[src/rtl/alu_mult_seq_pkg.sv]
// Shared ALU select codes and sequencer state encoding for alu_mult_seq.
// The execute-stage decoder imports the same ALU select constants.
package alu_mult_seq_pkg;

   localparam logic [2:0] ALU_ADD  = 3'b010;
   localparam logic [2:0] ALU_SUB  = 3'b011;
   localparam logic [2:0] ALU_ZERO = 3'b111;

   typedef enum logic [2:0] {
      IDLE   = 3'd0,
      CALC   = 3'd1,
      ACC_LO = 3'd2,
      ACC_HI = 3'd3,
      WRITE  = 3'd4
   } state_e;

endpackage

[src/rtl/alu_mult_seq.sv]
// MULT/MULTU sequencer on the shared external ALU, one iteration per cycle; owns HI/LO.
// Define MULT_ACCUM_EN to add the acc input and the MADD/MADDU accumulate states.
module alu_mult_seq
   import alu_mult_seq_pkg::*;
#(
   parameter int WIDTH = 32,
   parameter int CNT_W = 6
) (
   input  logic             clk,
   input  logic             rst_n,
   input  logic             start,
   input  logic             is_signed,
`ifdef MULT_ACCUM_EN
   input  logic             acc,
`endif
   input  logic [WIDTH-1:0] op_a,
   input  logic [WIDTH-1:0] op_b,
   output logic             busy,
   output logic             done,
   output logic [WIDTH-1:0] hi,
   output logic [WIDTH-1:0] lo,
   output logic [WIDTH-1:0] alu_a,
   output logic [WIDTH-1:0] alu_b,
   output logic [2:0]       alu_s,
   output logic             alu_cin,
   input  logic [WIDTH-1:0] alu_d,
   input  logic             alu_cout,
   input  logic             alu_v
);

   localparam logic [CNT_W-1:0] CNT_LAST = CNT_W'(WIDTH - 1);

   state_e             state_q;
   logic [WIDTH-1:0]   m_q;
   logic [WIDTH-1:0]   phi_q;
   logic [WIDTH-1:0]   plo_q;
   logic               q_q;
   logic [CNT_W-1:0]   cnt_q;
   logic               sgn_q;
   logic               busy_q;
   logic               done_q;
   logic [WIDTH-1:0]   hi_q;
   logic [WIDTH-1:0]   lo_q;
`ifdef MULT_ACCUM_EN
   logic               acc_q;
   logic               c_q;
`endif

   logic               top_bit;
   logic [WIDTH-1:0]   phi_d;
   logic [WIDTH-1:0]   plo_d;

   // ALU drive is decoded purely from registered state, so the loop through the ALU is one cycle.
   always_comb begin
      alu_a   = '0;
      alu_b   = '0;
      alu_s   = ALU_ZERO;
      alu_cin = 1'b0;
      case (state_q)
         CALC: begin
            alu_a = phi_q;
            alu_s = ALU_ADD;
            if (sgn_q) begin
               case ({plo_q[0], q_q})
                  2'b01: alu_b = m_q;
                  2'b10: begin
                     alu_b   = m_q;
                     alu_s   = ALU_SUB;
                     alu_cin = 1'b1;
                  end
                  default: alu_b = '0;
               endcase
            end else begin
               alu_b = plo_q[0] ? m_q : '0;
            end
         end
`ifdef MULT_ACCUM_EN
         ACC_LO: begin
            alu_a = plo_q;
            alu_b = lo_q;
            alu_s = ALU_ADD;
         end
         ACC_HI: begin
            alu_a   = phi_q;
            alu_b   = hi_q;
            alu_s   = ALU_ADD;
            alu_cin = c_q;
         end
`endif
         default: ;
      endcase
   end

   // Signed: true sign of the 33-bit partial sum is the result MSB corrected by overflow.
   assign top_bit = sgn_q ? (alu_d[WIDTH-1] ^ alu_v) : alu_cout;
   assign phi_d   = {top_bit, alu_d[WIDTH-1:1]};
   assign plo_d   = {alu_d[0], plo_q[WIDTH-1:1]};

   always_ff @(posedge clk or negedge rst_n) begin
      if (!rst_n) begin
         state_q <= IDLE;
         m_q     <= '0;
         phi_q   <= '0;
         plo_q   <= '0;
         q_q     <= 1'b0;
         cnt_q   <= '0;
         sgn_q   <= 1'b0;
         busy_q  <= 1'b0;
         done_q  <= 1'b0;
         hi_q    <= '0;
         lo_q    <= '0;
`ifdef MULT_ACCUM_EN
         acc_q   <= 1'b0;
         c_q     <= 1'b0;
`endif
      end else begin
         done_q <= 1'b0;
         case (state_q)
            IDLE: begin
               if (start) begin
                  m_q     <= op_a;
                  phi_q   <= '0;
                  plo_q   <= op_b;
                  q_q     <= 1'b0;
                  cnt_q   <= '0;
                  sgn_q   <= is_signed;
                  busy_q  <= 1'b1;
`ifdef MULT_ACCUM_EN
                  acc_q   <= acc;
`endif
                  state_q <= CALC;
               end
            end
            CALC: begin
               phi_q <= phi_d;
               plo_q <= plo_d;
               q_q   <= plo_q[0];
               cnt_q <= cnt_q + CNT_W'(1);
               if (cnt_q == CNT_LAST) begin
`ifdef MULT_ACCUM_EN
                  if (acc_q) begin
                     state_q <= ACC_LO;
                  end else begin
                     hi_q    <= phi_d;
                     lo_q    <= plo_d;
                     done_q  <= 1'b1;
                     state_q <= WRITE;
                  end
`else
                  // HI/LO load on entry to WRITE so they are valid while done is high.
                  hi_q    <= phi_d;
                  lo_q    <= plo_d;
                  done_q  <= 1'b1;
                  state_q <= WRITE;
`endif
               end
            end
`ifdef MULT_ACCUM_EN
            ACC_LO: begin
               plo_q   <= alu_d;
               c_q     <= alu_cout;
               state_q <= ACC_HI;
            end
            ACC_HI: begin
               phi_q   <= alu_d;
               hi_q    <= alu_d;
               lo_q    <= plo_q;
               done_q  <= 1'b1;
               state_q <= WRITE;
            end
`endif
            WRITE: begin
               busy_q  <= 1'b0;
               state_q <= IDLE;
            end
            default: begin
               busy_q  <= 1'b0;
               state_q <= IDLE;
            end
         endcase
      end
   end

   assign busy = busy_q;
   assign done = done_q;
   assign hi   = hi_q;
   assign lo   = lo_q;

endmodule

[config.mk]
export PLATFORM = sky130hd
export DESIGN_NAME = alu_mult_seq
export DESIGN_NICKNAME = d
export VERILOG_FILES = /design/src/rtl/alu_mult_seq_pkg.sv /design/src/rtl/alu_mult_seq.sv
export SDC_FILE = /design/constraint.sdc
export NUM_CORES = 1
export LEC_CHECK = 0
export ABC_AREA = 1
export CAP_MARGIN = 5
export CORE_MARGIN = 3
export CORE_UTILIZATION = 23
export CTS_CLUSTER_SIZE = 14
export DETAILED_ROUTE_END_ITERATION = 7
export SLEW_MARGIN = 5
export SYNTH_ARGS = -nofsm -noshare
export SYNTH_HDL_FRONTEND = slang
export SYNTH_SLANG_ARGS = --single-unit
[constraint.sdc]
create_clock -name clk -period 1.5 [get_ports clk]
set_clock_uncertainty 0.05 [all_clocks]
set_input_delay 0.3 -clock clk [delete_from_list [all_inputs] [get_ports clk]]
set_output_delay 0.3 -clock clk [all_outputs]
set_load 0.005 [all_outputs]
==> results of run 1 <==
## per-layer routing
layer / wire (um) / part of all wire / GRT usage
met5: 26 / 0.00085 / 0
met4: 674 / 0.022 / 0.04682
met3: 1175 / 0.038 / 0.03130
met2: 15930 / 0.52 / 0.2724
met1: 12790 / 0.42 / 0.1889
## worst max path at each step
stage / startpoint / slack (ns) / cells after the start / to
final: plo_q[0] / -0.72 / 7 / alu_b[26]
after global placement: plo_q[0] / -0.48 / 6 / alu_b[25]
after CTS: q_q / -0.75 / 8 / alu_b[11]
after detailed placement: plo_q[0] / -0.52 / 6 / alu_b[8]
after floorplan: plo_q[0] / -0.007 / 5 / alu_b[0]
after global routing: plo_q[0] / -0.78 / 7 / alu_b[1]
## worst reg2reg max path, delay by kind of cell (launching register included)
family	cells	cell delay [ns]
flops	1	0.42
buf+inv	8	1.02
simple gates	4	0.32
## sequential cells by signal (all words and copies together), names as in the netlist, 2 cells and up
name / cells
lo: 32
m_q: 32
state_q: 2
plo_q: 32
hi: 32
cnt_q: 6
phi_q: 32
## cells in the final DEF, fill, tap and decap left out, types with 20 or more instances in the layout
cell,netlist,final
dfrtp_1,172,171
nand2_1,254,152
clkdlybuf4s50_1,0,100
inv_1,81,78
nand2_2,2,65
nand3_1,67,65
dlygate4sd2_1,0,63
buf_2,24,60
nor2_4,2,58
o21ai_2,0,43
buf_4,6,39
o21ai_0,96,37
nand2_4,1,37
clkbuf_16,0,36
buf_12,7,35
nor2_2,0,34
nor2_1,120,30
buf_6,6,28
o21ai_1,4,20
## per-stage QoR
step / utilization / hold WS [ns] / power, mW / instance area, um^2
floorplan: - / -0.04559 / 11.78 / 7536
global placement: 0.3274 / 0.1479 / 17.16 / 10460
detailed placement: 0.3274 / 0.1445 / 17.38 / 10460
CTS: 0.3723 / 0.2460 / 23.92 / 11900
global route: 0.4325 / 0.2582 / 29.33 / 13820
finish: 0.4325 / 0.2480 / 27.59 / 13820
## repair_timing
action | CTS | global route
setup endpoints to repair | 271 | 242
gates resized for setup | 422 | 413
hold endpoints to repair | 77 | 0
gates cloned | 20 | 24
setup buffers | 36 | 40
hold buffers | 1 | 0
pin swaps | 11 | 20
## report_power, final
part	switching [mW]	total (mW)	internal, mW
Sequential	1.42	8.06	6.64
Combinational	7.15	14.9	7.78
Clock	2.21	4.60	2.39
## layout make-up
class | count | share of cell area
Clock buffer | 17 | 0.03078
Clock inverter | 15 | 0.01240
Inverter | 85 | 0.02453
Multi-Input combinational cell | 577 | 0.2686
Sequential cell | 172 | 0.3115
Tap cell | 435 | 0.03938
Timing Repair Buffer | 376 | 0.3128
## kinds of logic (layout without fill, tap and decap cells)
logic type | after synthesis | in the layout | synth area share
AO/OA/AOI/OAI | 103 | 103 | 0.06923
other | 1 | 1 | 0.0004976
buffers and inverters | 138 | 493 | 0.09679
adder cells (fa/ha/maj) | 2 | 2 | 0.003320
AND/OR/NAND/NOR | 471 | 471 | 0.2590
flip-flops | 172 | 172 | 0.5711
==> impl_metrics.toml, run 1 <==
[run_status]
status = "finished with violations"
violations = "setup timing"

[floorplan]
dieHeight_um = 187.0
core_area_um2 = 31960
die_x_um = 187.0
rows = 65
initial_core_util = 0.2358
io_pins = 236
die_area_um2 = 34970

[critical_path]
crit_slowest_cell = "dfrtp_1"
cp.arrival_ns = 1.87
crit_path_start_kind = "flop"
cp_max_fo = 8
r2r.worst_path.cells = 12
r2r_start = "state_q[0]"
end_kind = "output port"
regToRegSetupSlack_ns = -0.44
required_ns = 1.15
worstPathCellList = "ha_4 -> nand2_2 -> o211ai_1 -> buf_4 -> buf_12 -> nor2_2 -> buf_2"
worst_r2r_endpoint = "plo_q[22]"
path_buf_inv = 3
max_stage_delay_ns = 0.42
path_class = "flop to output port"
cp_top_family = "buffers and inverters"

[clock_network]
clockBufferDepth = 2
cts_max_level = 4
clk_pin_slew_ns = 0.08
cts_tree = "built"
clock_sinks = 172
worst_skew_pair.late_latency_ns = 0.43
cts_buffers = 17
cts_root_buf = "clkbuf_16"

[global_routing]
grt_use_total = 0.1539
grt_max_degree = 60
grt_pass1_vias = 7304
grt_first_pass_wirelength_mm = 42.02
overflow = 0
antenna_found_initial = 2

[yosys]
synth_edf_count = 0
netlist_area_um2 = 7536
ys_top_cells_by_count = "nand2_1, dfrtp_1, nor2_1"
synth.avg_cell_area_um2 = 8.496
synth.top_cell.area_share = 0.5711
ys.warnings.count = 0
synthFlopType = "dfrtp_1"
synthCells = 887
yosys-top-cells-area = "dfrtp_1, nand2_1, o21ai_0"
ys_types = 23
yosysTopAreaCell = "dfrtp_1"
ys_async_sr_fraction = 1.000
ys_ff_latch = 172
ys_seq_area_frac = 0.5711
syn_nets = 991
yosysMostFrequentCell = "nand2_1"

[timing]
finalCriticalPeriod_ns = 2.220
hold_violations = 0
tns_ns = -65.96
finalCritPeriodShare = 1.480
final_max_slew_viol_count = 0
setup_viol = 195
fmax_mhz = 450.5
setup_slack_ns = -0.7199
rsz0062_at_grt = "yes"

[place]
port_buffers = 234
gp_congestion = 0.7636
dp.cells = 1536
dp_hpwl_mm = 15.69
place_ws_ns = -0.5161

[power]
vdd_drop_max_mv = 1.165
p_per_area_nw_per_um2 = 1996
p_leak_nw = 6.543

[drt]
routed_wirelength_mm = 30.60
drt_pass1_iterations = 7
vias = 7313
ant_nets = 0
drc = 0
drt_iter0_markers = 292
wl_per_cell_um = 18.24
via_per_inst = 4.361

[layout]
antenna_cells = 0
register_area_um2 = 4305
fillerInstances = 3080
nNetsFinal = 1333
fin_cells = 1677
multi_input_area_um2 = 3712
area_delta_synth_final_pct = 83.41
drive_above_1_share = 0.4179

[run]
max-cap-violations = 0

[hold_path]
worstHoldPathType = "input pin to asynchronous set/reset pin"
Note: power is estimated with default switching activity, not from simulation.
==> inputs of run 2 (changes only) <==
--- a/config.mk
+++ b/config.mk
@@ -11,6 +11,7 @@
 export CORE_UTILIZATION = 23
 export CTS_CLUSTER_SIZE = 14
 export DETAILED_ROUTE_END_ITERATION = 7
+export PLACE_DENSITY_LB_ADDON = 0.2
 export SLEW_MARGIN = 5
 export SYNTH_ARGS = -nofsm -noshare
 export SYNTH_HDL_FRONTEND = slang
==> constraint.sdc (replaced) <==
create_clock -name clk -period 2.2 [get_ports clk]
set_clock_uncertainty 0.05 [all_clocks]
set_input_delay 0.44 -clock clk [delete_from_list [all_inputs] [get_ports clk]]
set_output_delay 0.44 -clock clk [all_outputs]
set_load 0.005 [all_outputs]
==> run 2 against run 1 <==
  * The run still ends with setup timing left
  * Final area shrank 20%
  * Clock power shrank 30%
  * Wire length shrank 24%
  * Count of clock-buffer cells in the layout grew 3
  * Via count shrank 12%
  * Critical path depth grew 1
  * Total power shrank 45%
  * Non-clock buffer count shrank 97
  * Sequential power shrank 35%
  * Utilization shrank 8.7 points
  * Global-route usage shrank 1.8 points
  * Die area is the same
  * Largest power group unchanged
  * Highest routed layer is now met4
==> impl_metrics.toml, run 2 (synthesis results as in run 1) <==
[place]
gp_congestion = 0.7406
dp.cells = 1529
dpl_cell_area_um2 = 10290
dp_hpwl_mm = 15.89
port_buffers = 234

[floorplan]
io_pins = 236
dieHeight_um = 187.0
initial_core_util = 0.2358
die_x_um = 187.0
die_area_um2 = 34970
core_area_um2 = 31960
rows = 65

[critical_path]
end_kind = "output port"
worstPathCellList = "ha_1 -> nand2_1 -> o211ai_1 -> buf_4 -> buf_12 -> buf_12 -> nor2_1 -> buf_2"
crit_path_start_kind = "flop"
worst_path_most_repeated_cell = "buf_12"
required_ns = 1.71
cp_top_family = "buffers and inverters"
cp.arrival_ns = 1.85
path_buf_inv = 4
crit_slowest_cell = "dfrtp_1"
max_stage_delay_ns = 0.38
path_class = "flop to output port"
cp_max_fo = 8

[timing]
slew_headroom = 0.5777
worst_pin_slew_ns = 0.6335
finalCritPeriodShare = 1.064
holdWs_ns = 0.4204
hold_violations = 0
final_max_slew_viol_count = 0
rsz0062_at_grt = "yes"
fmax_mhz = 427.2
finalCriticalPeriod_ns = 2.341
setup_viol = 32
setup_slack_ns = -0.1407

[power]
switchingPower_mw = 5.372
p_per_area_nw_per_um2 = 1370
p_leak_nw = 5.373
vdd_drop_max_mv = 0.5750
switching_share = 0.3547
comb_power_share = 0.443
p_int_mw = 9.771
share_seq_of_total_power = 0.345
pwr-share-clk = 0.213

[drt]
routed_wirelength_mm = 23.38
wl_per_cell_um = 14.79
drt_iter0_markers = 287
drt_pass1_iterations = 4
via_per_inst = 4.070
ant_nets = 0
vias = 6430
drc = 0

[layout]
drive_above_1_share = 0.1572
area_delta_synth_final_pct = 46.72
layout_common_cells = "nand2_1, dfrtp_1, clkdlybuf4s50_1"
fillerInstances = 3387
layout_commonest_cell = "nand2_1"
nNetsFinal = 1236
fin_area_um2 = 11060
antenna_cells = 0
fin_cells = 1580

[clock_network]
clk_pin_slew_ns = 0.07
cts_buffers = 17
clock_sinks = 172
worst_skew_pair.late_latency_ns = 0.43
cts_tree = "built"
clockBufferDepth = 2
cts_root_buf = "clkbuf_16"
cts_max_level = 4

[global_routing]
antenna_found_initial = 0
overflow = 0
grt_max_degree = 58
grt_use_total = 0.1356
grt_pass1_vias = 6520
grt_first_pass_wirelength_mm = 37.52

[run]
max-cap-violations = 0

[run_status]
status = "finished with violations"
violations = "setup timing"

[hold_path]
worstHoldPathType = "flop to flop"
run 2: cell types whose count changed in the layout (fill, tap and decap cells not counted), moves of 17 or more:
cell / delta
nand2_1: +102
clkdlybuf4s50_1: +66
nand2_2: -64
nor2_1: +62
o21ai_0: +59
nor2_4: -46
o21ai_2: -43
dlygate4sd2_1: -38
nand2_4: -36
buf_2: -28
buf_12: -27
buf_6: -26
clkbuf_16: -18
buf_16: -17
run 2: final cells by class:
cell class	instances	area [um^2]	area share
timing repair buffer	279	2624	0.2373
clock inverter	12	162.7	0.01471
inverter	85	319.1	0.02886
multi-input combinational	577	2636	0.2384
tap	435	544.3	0.04922
sequential	172	4304	0.3893
clock buffer	20	466.7	0.04221
run 2: power groups by stage:
| stage | Clock, mW | Combinational [mW] | Sequential, mW |
|---|---|---|---|
| 6_report | 3.22 | 6.70 | 5.22 |
| 5_1_grt | 3.48 | 7.52 | 5.40 |
| 4_1_cts | 3.33 | 6.63 | 5.23 |
| 3_5_place_dp | 0 | 6.36 | 5.27 |
| 3_3_place_gp | 0 | 6.33 | 5.24 |
| 2_1_floorplan | 0 | 2.85 | 5.18 |
run 2: what timing repair did:
| item | CTS | global route |
|---|---|---|
| resized for setup | 197 | 37 |
| hold buffers | 1 | 0 |
| pin swaps | 2 | 3 |
| buffers inserted | 14 | 1 |
| cloned | 3 | 1 |
| hold endpoints to repair | 51 | 0 |
| endpoints found under the setup margin | 67 | 41 |
run 2: final timing paths:
check	start	end	slack [ns]	cells past startpoint
setup / recovery	plo_q[0]	alu_b[25]	-0.14	8
setup reg to reg	state_q[0]	plo_q[7]	0.22	8
min in group asynchronous	rst_n	lo[24]	0.50	2
hold reg to reg	lo[24]	lo[24]	0.42	2
hold / removal	lo[24]	lo[24]	0.42	2
max in group asynchronous	rst_n	hi[15]	0.95	3
run 2: worst min-delay path: stages (launching register included):
cell	delay [ns]
dfrtp_1	0.34
nand2_1	0.05
nand2_1	0.05
run 2: layer usage:
metal  share of wire  wire length (um)  vias up  global-route usage
met2            0.48             11130      168              0.2219
met5               0                 0        -                   0
met1            0.46             10740     3025              0.1770
li1                -                 -     3226                   -
met3           0.054              1262       11             0.04010
met4           0.011               251        0             0.03257
run 2: stage by stage:
stage	TNS, ns	power (mW)	util	setup WS [ns]
global placement	-0.1453	11.57	0.3218	-0.01468
global route	-7.505	16.40	0.3459	-0.2756
CTS	-4.362	15.19	0.3437	-0.1642
finish	-3.142	15.14	0.3459	-0.1407
detailed placement	-0.9414	11.63	0.3218	-0.06748
floorplan	0	8.034	-	0.5531
==> inputs of run 3 (changes only) <==
--- a/config.mk
+++ b/config.mk
@@ -6,9 +6,10 @@
 export NUM_CORES = 1
 export LEC_CHECK = 0
 export ABC_AREA = 1
-export CAP_MARGIN = 5
+export CAP_MARGIN = 20
 export CORE_MARGIN = 3
 export CORE_UTILIZATION = 23
+export CTS_CLUSTER_DIAMETER = 40
 export CTS_CLUSTER_SIZE = 14
 export DETAILED_ROUTE_END_ITERATION = 7
 export PLACE_DENSITY_LB_ADDON = 0.2
==> results of run 3 <==
Same layout as run 2: the final DEF is identical, and so are final timing and power.
